===== config.mk =====
export PLATFORM = sky130hd
export DESIGN_NAME = debounce_multi
export DESIGN_NICKNAME = d
export VERILOG_FILES = /design/src/rtl/debounce_multi.sv
export SDC_FILE = /design/constraint.sdc
export NUM_CORES = 1
export LEC_CHECK = 0
export ABC_AREA = 1
export CORE_MARGIN = 2
export CORE_UTILIZATION = 45
export CTS_CLUSTER_DIAMETER = 100
export DETAILED_ROUTE_END_ITERATION = 10
export PLACE_DENSITY = 0.7
export SYNTH_ARGS = -nofsm -noshare
export SYNTH_HDL_FRONTEND = slang
export SYNTH_SLANG_ARGS = --single-unit
export TNS_END_PERCENT = 5

===== constraint.sdc =====
create_clock -name clk -period 1.15 [get_ports clk]
set_input_delay 0.23 -clock clk [delete_from_list [all_inputs] [get_ports clk]]
set_output_delay 0.23 -clock clk [all_outputs]
set_load 0.005 [all_outputs]

===== src/rtl/debounce_multi.sv =====
// Multi-channel push-button/switch debouncer: 2-flop sync, shared prescaled tick, per-channel integrator.
// Optional long-press detection is built only when DEBOUNCE_HOLD_EN is defined.
module debounce_multi #(
    parameter int unsigned CHANNELS     = 4,
    parameter int unsigned STABLE_COUNT = 8,
    parameter int unsigned PRESCALE     = 1,
    parameter int unsigned HOLD_TICKS   = 256
) (
    input  logic                clk,
    input  logic                reset,
    input  logic [CHANNELS-1:0] btn_in,
    output logic [CHANNELS-1:0] level,
    output logic [CHANNELS-1:0] rise,
    output logic [CHANNELS-1:0] fall,
    output logic                any_change,
    output logic [CHANNELS-1:0] hold
);

    localparam int unsigned PW = (PRESCALE > 1) ? $clog2(PRESCALE) : 1;
    localparam int unsigned CW = $clog2(STABLE_COUNT + 1);
    localparam logic [PW-1:0] PMAX = PW'(PRESCALE - 1);
    localparam logic [CW-1:0] CMAX = CW'(STABLE_COUNT - 1);

    if (CHANNELS == 0 || STABLE_COUNT == 0 || PRESCALE == 0 || HOLD_TICKS == 0) begin : g_bad_param
        $error("debounce_multi: all parameters must be >= 1");
    end

    logic [CHANNELS-1:0]          sync1;
    logic [CHANNELS-1:0]          sync2;
    logic [PW-1:0]                pcnt;
    logic                         tick;
    logic [CHANNELS-1:0][CW-1:0]  cnt;
    logic [CHANNELS-1:0][CW-1:0]  cnt_nxt;
    logic [CHANNELS-1:0]          level_nxt;
    logic [CHANNELS-1:0]          rise_nxt;
    logic [CHANNELS-1:0]          fall_nxt;

    // Metastability guard on the raw pins
    always_ff @(posedge clk) begin
        if (reset) begin
            sync1 <= '0;
            sync2 <= '0;
        end else begin
            sync1 <= btn_in;
            sync2 <= sync1;
        end
    end

    // Shared sample-tick prescaler; with PRESCALE=1 PMAX is 0 and tick is always high
    always_ff @(posedge clk) begin
        if (reset) begin
            pcnt <= '0;
        end else if (pcnt == PMAX) begin
            pcnt <= '0;
        end else begin
            pcnt <= pcnt + PW'(1);
        end
    end

    assign tick = (pcnt == PMAX);

    // Integrator: a level flips only after STABLE_COUNT consecutive disagreeing ticks
    always_comb begin
        cnt_nxt   = cnt;
        level_nxt = level;
        rise_nxt  = '0;
        fall_nxt  = '0;
        for (int i = 0; i < CHANNELS; i++) begin
            if (tick) begin
                if (sync2[i] == level[i]) begin
                    cnt_nxt[i] = '0;
                end else if (cnt[i] == CMAX) begin
                    cnt_nxt[i]   = '0;
                    level_nxt[i] = sync2[i];
                    rise_nxt[i]  = sync2[i];
                    fall_nxt[i]  = ~sync2[i];
                end else begin
                    cnt_nxt[i] = cnt[i] + CW'(1);
                end
            end
        end
    end

    always_ff @(posedge clk) begin
        if (reset) begin
            cnt        <= '0;
            level      <= '0;
            rise       <= '0;
            fall       <= '0;
            any_change <= 1'b0;
        end else begin
            cnt        <= cnt_nxt;
            level      <= level_nxt;
            rise       <= rise_nxt;
            fall       <= fall_nxt;
            any_change <= |(rise_nxt | fall_nxt);
        end
    end

`ifdef DEBOUNCE_HOLD_EN
    localparam int unsigned HW = $clog2(HOLD_TICKS + 1);
    localparam logic [HW-1:0] HMAX = HW'(HOLD_TICKS);

    logic [CHANNELS-1:0][HW-1:0] hcnt;
    logic [CHANNELS-1:0][HW-1:0] hcnt_nxt;
    logic [CHANNELS-1:0]         hold_nxt;

    // Saturating ticks-at-high counter; keyed on the next level so hold drops with level
    always_comb begin
        hcnt_nxt = hcnt;
        hold_nxt = '0;
        for (int i = 0; i < CHANNELS; i++) begin
            if (!level_nxt[i]) begin
                hcnt_nxt[i] = '0;
            end else if (tick && level[i] && (hcnt[i] != HMAX)) begin
                hcnt_nxt[i] = hcnt[i] + HW'(1);
            end
            hold_nxt[i] = level_nxt[i] && (hcnt_nxt[i] == HMAX);
        end
    end

    always_ff @(posedge clk) begin
        if (reset) begin
            hcnt <= '0;
            hold <= '0;
        end else begin
            hcnt <= hcnt_nxt;
            hold <= hold_nxt;
        end
    end
`else
    assign hold = '0;
`endif

endmodule


Word-level counts from Yosys, hierarchy flattened
Index checks and enable logic that the tools add are counted.
- add/sub/neg operators: 5
- equal/unequal tests: 8
- multiplexer cells: 32
- bitwise logic cells: 10
- reduce and logical (&&, ||, !) cells: 6
- operator list (operator ; number):
    4-bit two-way mux ; 8
    1-bit two-way mux ; 24
    4-bit by 1-bit adder with 4-bit output (second input constant) ; 4
    4-bit by 3-bit == test with 1-bit output (second input constant) ; 4
    3-bit AND reduction ; 4
    1-bit NOT ; 9
    1-bit == test ; 4
    4-bit bitwise OR ; 1
    4-bit OR reduction ; 1
    2-bit OR reduction ; 1
    1-bit adder (second input constant) ; 1
- register bits: 38
- input port bits: 6
- output and inout port bits: 17
- word-level logic and storage cells: 75

Depth between registers and ports, before layout
Gate-level depths: netlist (run 1).
- word-level depth: 6
- depth in mapped cells: 8
- gate-level depth less buffers: 7

Worst setup path after synthesis (run 1)
No wires, ideal clock.
- kind: reg-to-reg
- start: register cnt[0] (netlist bit)
- end: register cnt[0] (netlist bit)
- data arrival time: 1014 ps
- required time: 1035 ps
- setup slack: 21 ps
- cell stages (with the launch flop): 6
- buffers on the path: 0
- period minus slack after synthesis: 1129 ps
- cell sequence: dfxtp_1 -> ha_1 -> nand2_1 -> nor2_2 -> nor2_1 -> o21a_1
- cells in the longest elaborated chain, start to end: 3
- RTL lines (item ; line ; text):
    start: declaration ; 32 ; logic [CHANNELS-1:0][CW-1:0] cnt;
    start signal: assignment ; 92 ; cnt <= cnt_nxt;
    4-bit by 1-bit adder with 4-bit output / 4-bit by 3-bit == test with 1-bit output (equally long branches) ; 78, 72 ;
    4-bit two-way mux (*) ; 72 ; end else if (cnt[i] == CMAX) begin
    4-bit two-way mux (*) ; 70 ; if (sync2[i] == level[i]) begin
Every way passes the cells marked *; elsewhere a longest branch is shown, timed or not.
A chain may end at the register's enable or synchronous reset.

Worst setup path in the final report (run 1)
- start: register cnt[9] (netlist bit)
- end: register any_change
- cells in the longest elaborated chain, start to end: 6
- RTL lines (item ; line ; text):
    4-bit by 3-bit == test with 1-bit output (*) ; 72 ;
    1-bit two-way mux ; 72 ;
    1-bit two-way mux ; 70 ;
    1-bit two-way mux ; 69 ; if (tick) begin
    4-bit bitwise OR (*) ; 96 ; any_change <= |(rise_nxt | fall_nxt);
    4-bit OR reduction (*) ; 96 ;
    end signal: assignment ; 96 ;
    end: declaration ; 15 ; output logic any_change,
Marked as above.

==> results of run 1 <==
## placed cells by master, fill, tap and decap left out, types with 2 or more instances in the layout
cell type,synthesis,routed
nand2_1,45,41
dfxtp_1,38,28
inv_1,25,25
a21oi_1,19,18
buf_4,4,16
nor2_1,17,15
dlygate4sd2_1,0,12
nand2_2,6,9
nand3_1,11,9
dfxtp_2,0,9
nand3_2,6,8
nor2_2,6,7
clkbuf_8,0,6
o21ai_0,5,5
conb_1,1,5
clkdlybuf4s50_1,0,5
nor2_4,3,4
nand4_1,4,4
a21oi_2,2,3
nor3_1,3,3
o21a_1,3,3
ha_4,0,3
clkinv_1,2,2
nand2_4,1,2
buf_12,0,2
## routing by layer
metal	vias up	part of all wire, %	GRT usage (%)
met5	-	0	0
met4	0	2.2	8.777
met3	7	4.1	4.688
met2	30	45	27.06
met1	622	49	20.28
li1	733	-	-
## synth_stat cells (3+ instances only)
cell     instances
ha_1             4
nor2_1          17
nand3_2          6
nor2_2           6
nand4_1          4
o21a_1           3
o21ai_0          5
a21oi_1         19
buf_4            4
inv_1           25
nor3_1           3
nand2_1         45
nand3_1         11
nor2_4           3
nand2_2          6
dfxtp_1         38
## worst min-delay path by stage
stage	from	to	slack, ns	cells past startpoint
2_1_floorplan	btn_in[0]	sync1[0]	0.34	2
3_3_place_gp	sync1[0]	sync2[0]	0.39	2
3_5_place_dp	sync1[2]	sync2[2]	0.40	2
4_1_cts	sync1[2]	sync2[2]	0.40	2
5_1_grt	sync1[2]	sync2[2]	0.41	2
6_report	sync1[3]	sync2[3]	0.40	2
## power groups by stage
| stage | Clock (uW) | Sequential (uW) | Combinational [uW] |
|---|---|---|---|
| floorplan | 0 | 1380 | 95.5 |
| global placement | 0 | 1380 | 146 |
| global route | 999 | 1350 | 169 |
| detailed placement | 0 | 1380 | 147 |
| finish | 902 | 1350 | 150 |
| CTS | 922 | 1350 | 148 |
## repair_timing
action,CTS,global route
resized for setup,17,26
pin swaps,0,8
endpoints found under the setup margin,15,16
setup buffers,0,1
## flip-flops by register name, indices dropped and copies added (netlist names)
register,flops
cnt,16
fall,4
level,4
rise,4
sync1,4
sync2,4
any_change,1
pcnt,1
## cell type report
cell class / instances / area, sq um / share of cell area, %
Inverter: 28 / 117.6 / 5.378
Tap cell: 48 / 60.06 / 2.746
Timing Repair Buffer: 36 / 325.3 / 14.87
Clock buffer: 6 / 82.58 / 3.776
Sequential cell: 38 / 775.7 / 35.47
Multi-Input combinational cell: 141 / 825.8 / 37.76
## worst register-to-register path, stage by stage (launching register included)
cell and delay [ns]:
dfxtp_2 0.35, ha_4 0.15, nand2_4 0.06, nor2_4 0.14, nand3_2 0.12, nand2_2 0.10, nor2_2 0.05, nor2_2 0.08
## cells by family (layout without fill, tap and decap cells)
group                      Yosys count  after routing  synth area share [%]
AOI/OAI and AO/OA                   29             29                 9.602
buffers and inverters               37             70                 10.50
DFF                                 38             38                 45.61
and+or+nand+nor                    103            103                 31.06
other                                1              5                0.2248
adders and majority gates            4              4                 3.001
## metrics by stage
step | setup TNS [ns] | hold slack, ns | power, uW | cell area [sq um]
floorplan | 0 | 0.3370 | 1475 | 1683
global placement | -0.5282 | 0.3914 | 1526 | 2018
detailed placement | -0.7127 | 0.3981 | 1528 | 2018
CTS | -0.01201 | 0.4046 | 2421 | 2096
global route | -0.1036 | 0.4120 | 2521 | 2187
finish | 0 | 0.4017 | 2404 | 2187
==> flow_metrics.tcl, run 1 <==
set metrics [dict create \
    status "completed" \
    crit_path_end_kind "flop" \
    final_core_util_pct 60.65 \
    ir_worst_vdd_mv 0.8310 \
    viasPerCell 4.687 \
    cts_tree "done" \
    cp_top_family "simple AND/OR/NAND/NOR gates" \
    drc 0 \
    intPower_uw 1865 \
    syn_area_sq_mm 0.001668 \
    critPathKind "flop to flop" \
    gp_congestion 0.8013 \
    drtIter0Drc 75 \
    p_seq_share_pct 56.2 \
    dr.pass1.iters 4 \
    yosysWarningCount 0 \
    die_h_um 64.88 \
    portBuffers 18 \
    hp-class "flop to flop" \
    pin_count 23 \
    power_density_mw_per_mm2 1099 \
    start_kind "flop" \
    cts_sinks 38 \
    yosys-top-cells-area "dfxtp_1 46%, nand2_1 10%, a21oi_1 5.7%" \
    finalMaxSlewViolations 0 \
    cp_slowest_stage_delay_ns 0.35 \
    clock_latency_ns 0.29 \
    grt_max_degree 31 \
    cp_num_buf_inv 0 \
    p_comb_share_pct 6.2 \
    antennaDiodeCount 0 \
    path_common_cell "nor2_2" \
    dp.final_hpwl_mm 2.136 \
    yosys.area.top_type "dfxtp_1" \
    syn_inst 212 \
    grt_pass1_vias 1266 \
    nFillCells 331 \
    ff2ff_path_depth 7 \
    max_freq_mhz 903.7 \
    path_max_fanout 3 \
    layout_setup_ws_ns 0.04342 \
    fin_crit_sh_pct 96.22 \
    async_reset_ff_share_pct 0 \
    coreArea_sq_mm 0.003606 \
    grt_pass1_wl_mm 5.375 \
    clockBufferDepth 2 \
    min_period_ns 1.107 \
    reg2reg_from "cnt[9]" \
    fp.dieW_um 64.88 \
    ys_types 26 \
    antenna_found_initial 0 \
    worst_ep_required_time_ns 1.38 \
    hold_viol 0 \
    rsz0062_at_grt "yes" \
    cp.arrival_ns 1.33 \
    p_switching_uw 538.7 \
    ys_ff_latch 38 \
    ctsHtreeMaxLevel 2 \
    cp_slowest_cell "dfxtp_2" \
    yosys.area.top_type_share_pct 45.61 \
    setup_viol 0 \
    cp.depth 7 \
    sw_frac_of_total_pct 22.41 \
    ctsHoldBuffers 0 \
    critPathLaunch "cnt[9]" \
    drv_cap 0 \
    start_util_pct 46.25 \
    grt_usage_pct 16.79 \
    p_leak_uw 0.0009605 \
    fin_worst_skew_ns 0.003168 \
    final_nets 260 \
    dieArea_sq_mm 0.004209 \
    via_count 1392 \
    fin_cells 297 \
    path_clk_slew_ns 0.07 \
    dp_cells 290 \
    wl_mm 3.070 \
    avgSynthCellArea_sq_um 7.867 \
    yosysSeqAreaShare_pct 45.61 \
    r2r-end "any_change" \
    rows 22 \
    drive_above_1_share_pct 29.32 \
    grt-ovfl-total 0 \
    drtAntennaViolNets 0 \
    synth_ff_type "dfxtp_1" \
    worstPathCellList "ha_4, nand2_4, nor2_4, nand3_2, nand2_2, nor2_2, nor2_2" \
    avgRoutedWirePerCell_um 10.34 \
    syn2layout_area_growth_pct 31.13 \
    cts_made_buffers 5 \
    p_clk_share_pct 37.5 \
    crit_end "any_change" \
    reg2reg_slack_ns 0.04 \
    synth_edf_count 0 \
    pre_cts_ws_ns -0.08232 \
    cts_root_buf "clkbuf_8" \
]
Power figures use the tool's default switching activity.
==> inputs of run 2 (changes only) <==
--- a/constraint.sdc
+++ b/constraint.sdc
@@ -3,2 +3,2 @@
 set_output_delay 0.23 -clock clk [all_outputs]
-set_load 0.005 [all_outputs]
+set_load 0.02 [all_outputs]
==> flow_metrics.tcl, run 2 (synthesis results as in run 1) <==
set metrics [dict create \
    status "completed" \
    rsz0062_at_grt "yes" \
    p_seq_share_pct 56.1 \
    gp_congestion 0.7783 \
    grt_max_degree 31 \
    via_count 1381 \
    design_area_sq_mm 0.002187 \
    rows 22 \
    path_max_fanout 1 \
    dieArea_sq_mm 0.004209 \
    coreArea_sq_mm 0.003606 \
    cp_num_buf_inv 1 \
    sw_frac_of_total_pct 22.50 \
    hp-class "flop to flop" \
    grt-ovfl-total 0 \
    grt_pass1_vias 1280 \
    nFillCells 328 \
    cp.arrival_ns 0.90 \
    worst_ep_required_time_ns 0.92 \
    worstPathCellList "dlygate4sd2_1" \
    antenna_found_initial 0 \
    path_clk_slew_ns 0.07 \
    cp_top_family "buffers and inverters" \
    intPower_uw 1870 \
    start_kind "flop" \
    ir_worst_vdd_mv 0.8759 \
    syn2layout_area_growth_pct 31.13 \
    wl_mm 3.223 \
    largest_reg_flops 16 \
    hold_viol 0 \
    cp_slowest_cell "dlygate4sd2_1" \
    most-common-layout-cells "41 x nand2_1, 30 x dfxtp_1, 25 x inv_1" \
    multi_input_area_sq_um 814.5 \
    cts_root_buf "clkbuf_8" \
    pre_cts_ws_ns -0.1296 \
    die_h_um 64.88 \
    clockBufferDepth 2 \
    antennaDiodeCount 0 \
    grt_usage_pct 17.16 \
    power_density_mw_per_mm2 1103 \
    ctsHtreeMaxLevel 2 \
    dr.pass1.iters 4 \
    p_comb_share_pct 6.7 \
    setup_viol 0 \
    critPathKind "flop to primary output" \
    min_period_ns 1.131 \
    top_register "cnt" \
    max_freq_mhz 883.8 \
    grt_pass1_wl_mm 5.499 \
    p_leak_uw 0.0009043 \
    cts_tree "done" \
    total_power_uw 2412 \
    avgRoutedWirePerCell_um 10.82 \
    register_area_sq_um 770.7 \
    wl_met3_um 129 \
    dp_cells 290 \
    met2_length_mm 1.577 \
    p_clk_share_pct 37.2 \
    hold_slack_ns 0.4004 \
    drtAntennaViolNets 0 \
    ctsHoldBuffers 0 \
    dp.final_hpwl_mm 2.078 \
    cts_sinks 38 \
    viasPerCell 4.634 \
    placed_area_sq_mm 0.002018 \
    p_switching_uw 542.7 \
    portBuffers 18 \
    drtIter0Drc 75 \
    layout_setup_ws_ns 0.01856 \
    cp_slowest_stage_delay_ns 0.32 \
    layout_commonest_cell "nand2_1" \
    crit_path_end_kind "primary output" \
    m1WireLength_mm 1.454 \
    highest_layer "met4" \
    drc 0 \
    fin_worst_skew_ns 0.002219 \
    fin_cells 298 \
    drive_above_1_share_pct 30.80 \
    fin_crit_sh_pct 98.39 \
    cts_made_buffers 5 \
    drv_cap 0 \
    start_util_pct 46.25 \
    finalMaxSlewViolations 0 \
    fp.dieW_um 64.88 \
    pin_count 23 \
    final_nets 261 \
    clock_latency_ns 0.28 \
]
-- run 2: cell count changes in the layout (fill, tap and decap cells not counted), sizes merged --
cell           change
buf                +1
clkbuf             +2
clkdlybuf4s15      +9
dlygate4sd2       -11
-- run 2: layout make-up --
cell class                      instances  area share [%]
Multi-Input combinational cell        141           37.24
Sequential cell                        38           35.24
Clock buffer                            6           3.776
Inverter                               28           5.378
Timing Repair Buffer                   37           15.62
Tap cell                               48           2.746
-- run 2: per-layer routing --
layer / GRT usage, % / up-vias
met2: 28.87 / 23
met3: 5.208 / 4
li1: - / 742
met4: 8.777 / 0
met1: 19.52 / 612
met5: 0 / -
-- run 2: power groups by stage --
| stage | logic [uW] | registers, uW | clock network [uW] |
|---|---|---|---|
| final | 162 | 1350 | 897 |
| after global routing | 181 | 1360 | 969 |
| after CTS | 155 | 1350 | 921 |
| after detailed placement | 154 | 1380 | 0 |
| after floorplan | 105 | 1380 | 0 |
| after global placement | 152 | 1380 | 0 |
-- run 2: worst reg2reg max path, stage by stage, from the launching register on --
cell and delay (ns):
dfxtp_2 0.36, ha_4 0.14, nand2_2 0.08, nor2_4 0.15, nand3_2 0.12, nand2_2 0.09, nor2_2 0.04, nor2_2 0.06
-- run 2: through the flow --
step,util [%],TNS (ns)
global placement,55.97,-0.6245
floorplan,-,0
CTS,58.67,0
finish,60.65,0
detailed placement,55.97,-0.8773
global route,60.65,-0.1390
-- run 2: path summary, 6_finish.rpt --
check                           startpoint    endpoint  slack, ns  cells past startpoint
worst max-delay path               rise[1]     rise[1]       0.02                      1
worst min-delay path              sync1[2]    sync2[2]       0.40                      2
worst max register to register      cnt[8]  any_change       0.06                      7
worst min register to register    sync1[2]    sync2[2]       0.40                      2
-- run 2: what timing repair did --
item                       4_1_cts  5_1_grt
gates resized for setup         32       23
setup buffers                    0        2
pin swaps                        1        6
cloned                           0        0
setup endpoints to repair       15       22
